### src/rtl/mdio_master.sv
// Clause-22 MDIO management master: serialises one read or write frame per command on MDC/MDIO.
// Build option MDIO_PRE_SUPPRESS_EN: only the first frame after reset carries the 32-bit preamble.
module mdio_master #(
  parameter int MDC_DIV = 25
) (
  input  logic        clk,
  input  logic        reset,
  input  logic        cmd_valid,
  output logic        cmd_ready,
  input  logic        cmd_write,
  input  logic [4:0]  cmd_phy_addr,
  input  logic [4:0]  cmd_reg_addr,
  input  logic [15:0] cmd_wdata,
  output logic        rsp_valid,
  output logic [15:0] rsp_rdata,
  output logic        busy,
  output logic        mdc,
  output logic        mdio_o,
  output logic        mdio_oe,
  input  logic        mdio_i
);

  typedef enum logic [2:0] {IDLE, PRE, HDR, TA, DATA, DONE} state_t;

  localparam logic [7:0] DIV_LAST = 8'(MDC_DIV - 1);

  state_t      state, state_nxt;
  logic [7:0]  div;
  logic        phase;
  logic [5:0]  bit_cnt;
  logic [31:0] tx, tx_src, frame_in;
  logic [15:0] rx;
  logic [1:0]  sync;
  logic        wr, wr_src, fin;
  logic        accept, tick, rise, fall;
  logic        launch, shift, drv_o, drv_oe, pre_needed;

  assign accept = cmd_valid & cmd_ready;
  assign tick   = (state != IDLE) && (div == DIV_LAST);
  assign rise   = tick & ~phase;
  assign fall   = tick & phase;
  assign busy   = (state != IDLE);
  // DONE keeps the divider running to time its idle period but never shows it on the pin
  assign mdc    = phase & (state != DONE);

  // everything after the preamble as one word; read TA/data bits are don't-care since oe=0
  assign frame_in = {2'b01, cmd_write ? 2'b01 : 2'b10, cmd_phy_addr, cmd_reg_addr,
                     cmd_write ? 2'b10 : 2'b11, cmd_write ? cmd_wdata : 16'hFFFF};

`ifdef MDIO_PRE_SUPPRESS_EN
  logic pre_done;
  assign pre_needed = ~pre_done;
  always_ff @(posedge clk or posedge reset) begin
    if (reset)       pre_done <= 1'b0;
    else if (accept) pre_done <= 1'b1;
  end
`else
  assign pre_needed = 1'b1;
`endif

  always_ff @(posedge clk or posedge reset) begin
    if (reset) state <= IDLE;
    else       state <= state_nxt;
  end

  always_comb begin
    state_nxt = state;
    case (state)
      IDLE: if (accept) state_nxt = pre_needed ? PRE : HDR;
      PRE:  if (fall && bit_cnt == 6'd31) state_nxt = HDR;
      HDR:  if (fall && bit_cnt == 6'd13) state_nxt = TA;
      TA:   if (fall && bit_cnt == 6'd1)  state_nxt = DATA;
      DATA: if (fall && bit_cnt == 6'd15) state_nxt = DONE;
      DONE: if (rsp_valid) state_nxt = IDLE;
      default: state_nxt = IDLE;
    endcase
  end

  // a new bit is launched on accept and on every MDC falling cycle
  always_comb begin
    launch = (state == IDLE) ? accept : (fall && state != DONE);
    tx_src = (state == IDLE) ? frame_in : tx;
    wr_src = (state == IDLE) ? cmd_write : wr;
    drv_o  = 1'b1;
    drv_oe = 1'b0;
    shift  = 1'b0;
    case (state_nxt)
      PRE: drv_oe = 1'b1;
      HDR: begin
        drv_o  = tx_src[31];
        drv_oe = 1'b1;
        shift  = launch;
      end
      TA, DATA: begin
        drv_o  = tx_src[31];
        drv_oe = wr_src;
        shift  = launch;
      end
      default: ;
    endcase
  end

  always_ff @(posedge clk or posedge reset) begin
    if (reset) begin
      div     <= '0;
      phase   <= 1'b0;
      bit_cnt <= '0;
      fin     <= 1'b0;
    end else begin
      if (state == IDLE) begin
        div   <= '0;
        phase <= 1'b0;
      end else if (tick) begin
        div   <= '0;
        phase <= ~phase;
      end else begin
        div <= div + 8'd1;
      end
      if (state_nxt != state) bit_cnt <= '0;
      else if (fall)          bit_cnt <= bit_cnt + 6'd1;
      if (state != DONE) fin <= 1'b0;
      else if (fall)     fin <= 1'b1;
    end
  end

  always_ff @(posedge clk or posedge reset) begin
    if (reset) begin
      tx        <= '0;
      wr        <= 1'b0;
      mdio_o    <= 1'b1;
      mdio_oe   <= 1'b0;
      cmd_ready <= 1'b0;
      rsp_valid <= 1'b0;
      rsp_rdata <= '0;
      rx        <= '0;
      sync      <= '0;
    end else begin
      sync      <= {sync[0], mdio_i};
      cmd_ready <= (state_nxt == IDLE);
      if (accept) wr <= cmd_write;
      if (shift)       tx <= {tx_src[30:0], 1'b0};
      else if (accept) tx <= frame_in;
      if (launch) begin
        mdio_o  <= drv_o;
        mdio_oe <= drv_oe;
      end
      if (state == DATA && rise) rx <= {rx[14:0], sync[1]};
      // one cycle after the DONE idle period ends; ready only rises after this pulse
      rsp_valid <= (state == DONE) && fin && !rsp_valid;
      if (state == DONE && fin && !rsp_valid && !wr) rsp_rdata <= rx;
    end
  end

endmodule

### config.mk
export PLATFORM = sky130hd
export DESIGN_NAME = mdio_master
export DESIGN_NICKNAME = d
export VERILOG_FILES = /design/src/rtl/mdio_master.sv
export SDC_FILE = /design/constraint.sdc
export NUM_CORES = 1
export LEC_CHECK = 0
export ABC_CLOCK_PERIOD_IN_PS = 7780
export BUFFER_PORTS_ARGS = -buffer_cell sky130_fd_sc_hd__buf_4
export CORE_MARGIN = 4
export CORE_UTILIZATION = 55
export CTS_BUF_LIST = sky130_fd_sc_hd__clkbuf_16
export DETAILED_ROUTE_END_ITERATION = 8
export PLACE_DENSITY = 0.76
export SYNTH_ARGS = -nofsm -noshare
export SYNTH_HDL_FRONTEND = slang
export SYNTH_SLANG_ARGS = --single-unit
### constraint.sdc
create_clock -name clk -period 7.78 [get_ports clk]
set_input_delay 0.389 -clock clk [delete_from_list [all_inputs] [get_ports clk]]
set_output_delay 0.389 -clock clk [all_outputs]
set_load 0.1 [all_outputs]
Word level (Yosys, flattened, before mapping)

Cells that the tools add are included.

Flip-flop bits (word level): 90
Input port bits: 31
Output and inout bits: 22

Add/sub/neg operators: 2
Equality and inequality tests: 16
Multiplexer cells: 26
Bitwise gates (word level): 5
Reductions and logical operators: 22

Operator list:

| operator                                       | count |
|---|---|
| two-way mux 32 bit                             | 3 |
| two-way mux 3 bit                              | 6 |
| case mux 3 bit (6 select lines)                | 1 |
| two-way mux 16 bit                             | 1 |
| two-way mux 8 bit                              | 2 |
| == test 3 x 2 -> 1 bit (second input constant) | 4 |
| == test 6 x 4 -> 1 bit (second input constant) | 2 |
| two-way mux 6 bit                              | 2 |
| logical AND 1 bit                              | 10 |
| == test 3 bit (second input constant)          | 3 |
| two-way mux 1 bit                              | 9 |
| adder 8 x 1 -> 8 bit (second input constant)   | 1 |
| == test 8 x 5 -> 1 bit (second input constant) | 1 |
| nonzero test 2 bit                             | 4 |
| adder 6 x 1 -> 6 bit (second input constant)   | 1 |
| == test 3 x 1 -> 1 bit (second input constant) | 2 |
| == test 6 x 1 -> 1 bit (second input constant) | 1 |
| == test 6 x 5 -> 1 bit (second input constant) | 1 |
| logical NOT 3 bit                              | 2 |
| bitwise AND 1 bit                              | 4 |
| OR reduction 2 bit                             | 2 |
| inequality test 3 bit                          | 1 |
| inequality test 3 bit (second input constant)  | 1 |
| nonzero test 3 bit                             | 1 |
| 5 further kinds                                | 6 |

Logic depth before layout (Yosys ltp)

Depth after elaboration: 10
Depth in mapped cells: 10
Mapped depth without buffers: 8

Worst setup path before layout

Ideal clock, no wire load.

Path kind: register to register
From: reg state[2]
To: reg div[2]
Setup time: 0.077 ns
Arrival time: 2.204 ns
Data required time: 7.703 ns
Slack: 5.499 ns
Cell stages (with the launch flop): 7
Path buffers: 2
Clock period less this slack: 2.281 ns
Cells stage by stage: dfrtp_1 buf_2 nor3_2 inv_1 buf_1 nand2_1 nor2_1

Cells in the longest elaborated chain, start to end: 4
Elaborated cells between the ends (all ways): 5
Classes of those cells: 2 x mux; 3 x reduce/logical

RTL lines:

| element                | line | source |
|---|---|---|
| from (decl)            | 27   | `state_t state, state_nxt;` |
| from (signal assigned) | 63   | `else state <= state_nxt;` |
| nonzero test 3 bit     | -    |  |
| via busy               | 16   | `output logic busy,` |
| logical AND 1 bit      | 39   | `assign tick = (state != IDLE) && (div == DIV_LAST);` |
| two-way mux 8 bit      | 113  | `end else if (tick) begin` |
| two-way mux 8 bit      | 110  | `if (state == IDLE) begin` |
| to (signal assigned)   | 117  | `div <= div + 8'd1;` |
| to (decl)              | 28   | `logic [7:0] div;` |

The timed path passes the listed nets, and every way through them passes these cells.
A chain may end at the register's enable or synchronous reset.

Worst setup path in the final report

From: reg div[5]
To: reg tx[26]

Cells in the longest elaborated chain, start to end: 10
Elaborated cells between the ends (all ways): 21
Classes of those cells: 4 x eq/ne; 8 x mux; 1 x bitwise; 8 x reduce/logical

RTL lines:

| element                                                  | line | source |
|---|---|---|
| == test 8 x 5 -> 1 bit (*)                               | 39   |  |
| logical AND 1 bit (*)                                    | 39   |  |
| bitwise AND 1 bit (*)                                    | 41   | `assign fall = tick & phase;` |
| logical AND 1 bit (on tied branches)                     | -    |  |
| two-way mux 3 bit (on tied branches)                     | -    |  |
| case mux 3 bit (6 select lines)                          | 68   | `case (state)` |
| == test 3 x 2 -> 1 bit or == test 3 bit (tied branches)  | 87   | `case (state_nxt)` |
| OR reduction 3 bit (no source line)                      | -    |  |
| two-way mux 1 bit (*)                                    | 87   |  |
| two-way mux 32 bit or nonzero test 2 bit (tied branches) | -    |  |
| to (signal assigned)                                     | 141  | `if (shift) tx <= {tx_src[30:0], 1'b0};` |
| to (signal assigned)                                     | 142  | `else if (accept) tx <= frame_in;` |
| to (decl)                                                | 31   | `logic [31:0] tx, tx_src, frame_in;` |

Mark *: on every way between the ends. The rest lies on a longest branch, timed or not.

==> reports/metrics.cfg <==
[run_status]
status=finished clean

[sta]
setup_tns_ps=0
setup_violations=0
finalHoldViolations=0
worst_pin_slew_ps=1090
relSlewSlack_pct=27.2
maxSlewViolCount=0
fin_skew_ps=11.5
max_freq_mhz=336
period_needed_ps=2970
rsz0062_at_grt=no
min_period_over_period_pct=38.2

[finish]
layout-drive-gt1-share_pct=24.4
final_core_util_pct=66.3
areaGrowthSynthToFinish_pct=17.0
instances_no_fill=586
multi_input_area_um2=2010
regArea_um2=2250
final_nets=514
stdcell_area_um2=5150
fillCellCount=606
num_antenna_cells=0

[clock_tree]
cts_sinks=90
clkTransAtPathRegs_ps=70
cts_resized=0
clock_latency_ps=340
cts_tree=yes
cts_max_level=3
cts_buffers=9
clock_path_buffers=2
post_cts_buffers=0
root_buffer=clkbuf_16
postCtsHoldBufs=0

[placement]
dpl_cell_area_um2=4840
port_buffers=52
dp_hpwl_mm=5.99
place_inst=570
globalplace.congestion=0.870

[critical_path]
max_stage_delay_ps=600
r2r_setup_slack_ps=4810
crit_chain=nor4b_1 > nand4_1 > a21boi_1 > nand3b_4 > a211oi_1 > a31oi_1
required_ps=7960
reg2reg_from=div[5]
crit_family=simple AND/OR/NAND/NOR gates
crit_arrival_ps=3150
cp_slowest_cell=nand3b_4
cp_max_fo=63
reg2reg_depth=6
crit_path_end_kind=register
crit_type=reg2reg
r2r-end=tx[26]
critPathBufInv=0
cp-start-kind=register

[detailed_routing]
drc=0
antenna_left=0
dr_wl_met2_mm=4.53
top_layer=met4
num_vias=3336
drt-initial-drc-count=240
dr.pass1.iters=5
routed_via_density=5.69
wl_met3_um=441
routedWlPerCell_um=15.5
wirelength_mm=9.08
wl_met1_mm=3.99

[logic_synthesis]
synth_cell_type_count=49
yosys.area.top_type=dfrtp_1
synthArstFlopShare_pct=100
ys_seq_area_share_pct=51.2
postSynthCellCount=437
avgSynthCellArea_um2=10.1
yosys_most_used_dff=dfrtp_1
synth-edff-count=0
ys_ff_latch=90
synth_area_um2=4400
ys.warnings.count=0
synth_top_area_share_pct=50.6
syn-num-nets=472
ys_top_cells_by_area=dfrtp_1 (51%), mux2_2 (7.9%), nand2_1 (4.6%)

[run]
max_cap_viol_count=0

[grt]
grt_pass1_wl_mm=15.8
grt-ovfl-total=0
grt_pass1_vias=3278
antenna_found_initial=0
track_usage_pct=20.0
grt_max_degree=91

[worst_hold_path]
min-delay-start=mdio_i
whs_endpoint=sync[0]
hold_depth=1
hold_path_class=in2reg

[pwr]
leakagePower_nw=2.42
power_density_nw_per_um2=181
peakVddDrop_mv=0.117

[floorplan]
std_cell_rows=32
io_pins=53
die_h_um=97.4
die-area_um2=9490
coreArea_um2=7770
initial_core_util_pct=56.6
dieWidth_um=97.4

## registers in the layout, summed over array words and instances, names as in the netlist
signal	count
bit_cnt	6
cmd_ready	1
div	8
fin	1
mdio_o	1
mdio_oe	1
phase	1
rsp_rdata	16
rsp_valid	1
rx	16
state	3
sync	2
tx	32
wr	1
## cells in the mapped netlist (2+ instances only)
library cell,instances
nor3_1,5
buf_1,3
dfrtp_1,89
nand4_1,3
a22o_1,2
ha_1,4
o211ai_1,16
inv_1,7
a211oi_1,3
and3_1,6
buf_2,9
nand3_1,10
a21oi_1,29
nor2_1,43
xor2_1,8
o21ai_0,19
clkbuf_1,12
xnor2_1,3
nand2_1,54
and2_1,14
nor4_1,2
a211oi_2,8
nand2b_1,6
mux2_2,31
a31oi_1,11
nor2b_1,17
## where the power goes
part | switching, mW | internal, mW
Combinational | 0.0155 | 0.0123
Sequential | 0.000103 | 0.468
Clock | 0.183 | 0.252
## cell families after synthesis
| family | Yosys count | share of synthesized area, % |
|---|---|---|
| simple gates | 170 | 19.2 |
| compound gates | 98 | 14.9 |
| flops | 90 | 51.2 |
| buf+inv | 32 | 3.16 |
| mux | 32 | 8.19 |
| xor+xnor | 11 | 2.19 |
| fa+ha+maj | 4 | 1.14 |
## metrics by stage
step / worst slack [ps] / hold slack [ps] / power [mW]
2_1_floorplan: 5060 / 331 / 0.489
3_3_place_gp: 5000 / 333 / 0.506
3_5_place_dp: 4820 / 340 / 0.506
4_1_cts: 4820 / 148 / 0.940
5_1_grt: 4390 / 146 / 0.965
6_report: 4810 / 156 / 0.930
## how the worst max path moves through the flow
stage,endpoint,depth (start not counted),slack [ps],startpoint
finish,tx[26],6,4810,div[5]
global route,tx[28],6,4390,div[5]
CTS,tx[26],6,4820,div[5]
detailed placement,tx[26],6,4820,div[5]
global placement,tx[26],8,5000,state[0]
floorplan,bit_cnt[0],1,5060,reset
## cell type report
type                            count  share of cell area [%]
Clock inverter                      7                    1.51
Inverter                            7                   0.535
Sequential cell                    90                    43.8
Tap cell                          102                    2.48
Multi-Input combinational cell    315                    39.1
Clock buffer                        9                    4.38
Timing Repair Buffer               56                    8.17
## per-layer routing
layer  vias to the layer above  global-route usage, %
met2                        85                   31.7
met3                        12                   4.67
li1                       1614                      -
met1                      1625                   27.8
met5                         -                      0
met4                         0                   5.64
## cell usage in the layout, fill, tap and decap left out, drive strengths merged, types with 10 or more instances in the layout
master  count
nor2       43
a31oi      11
nand3      10
dfrtp      89
o211ai     16
a21oi      29
nor2b      17
buf        56
mux2       32
and2       14
o21ai      19
a211oi     11
nand2      54
No activity file was read; power rests on OpenSTA's default activity.
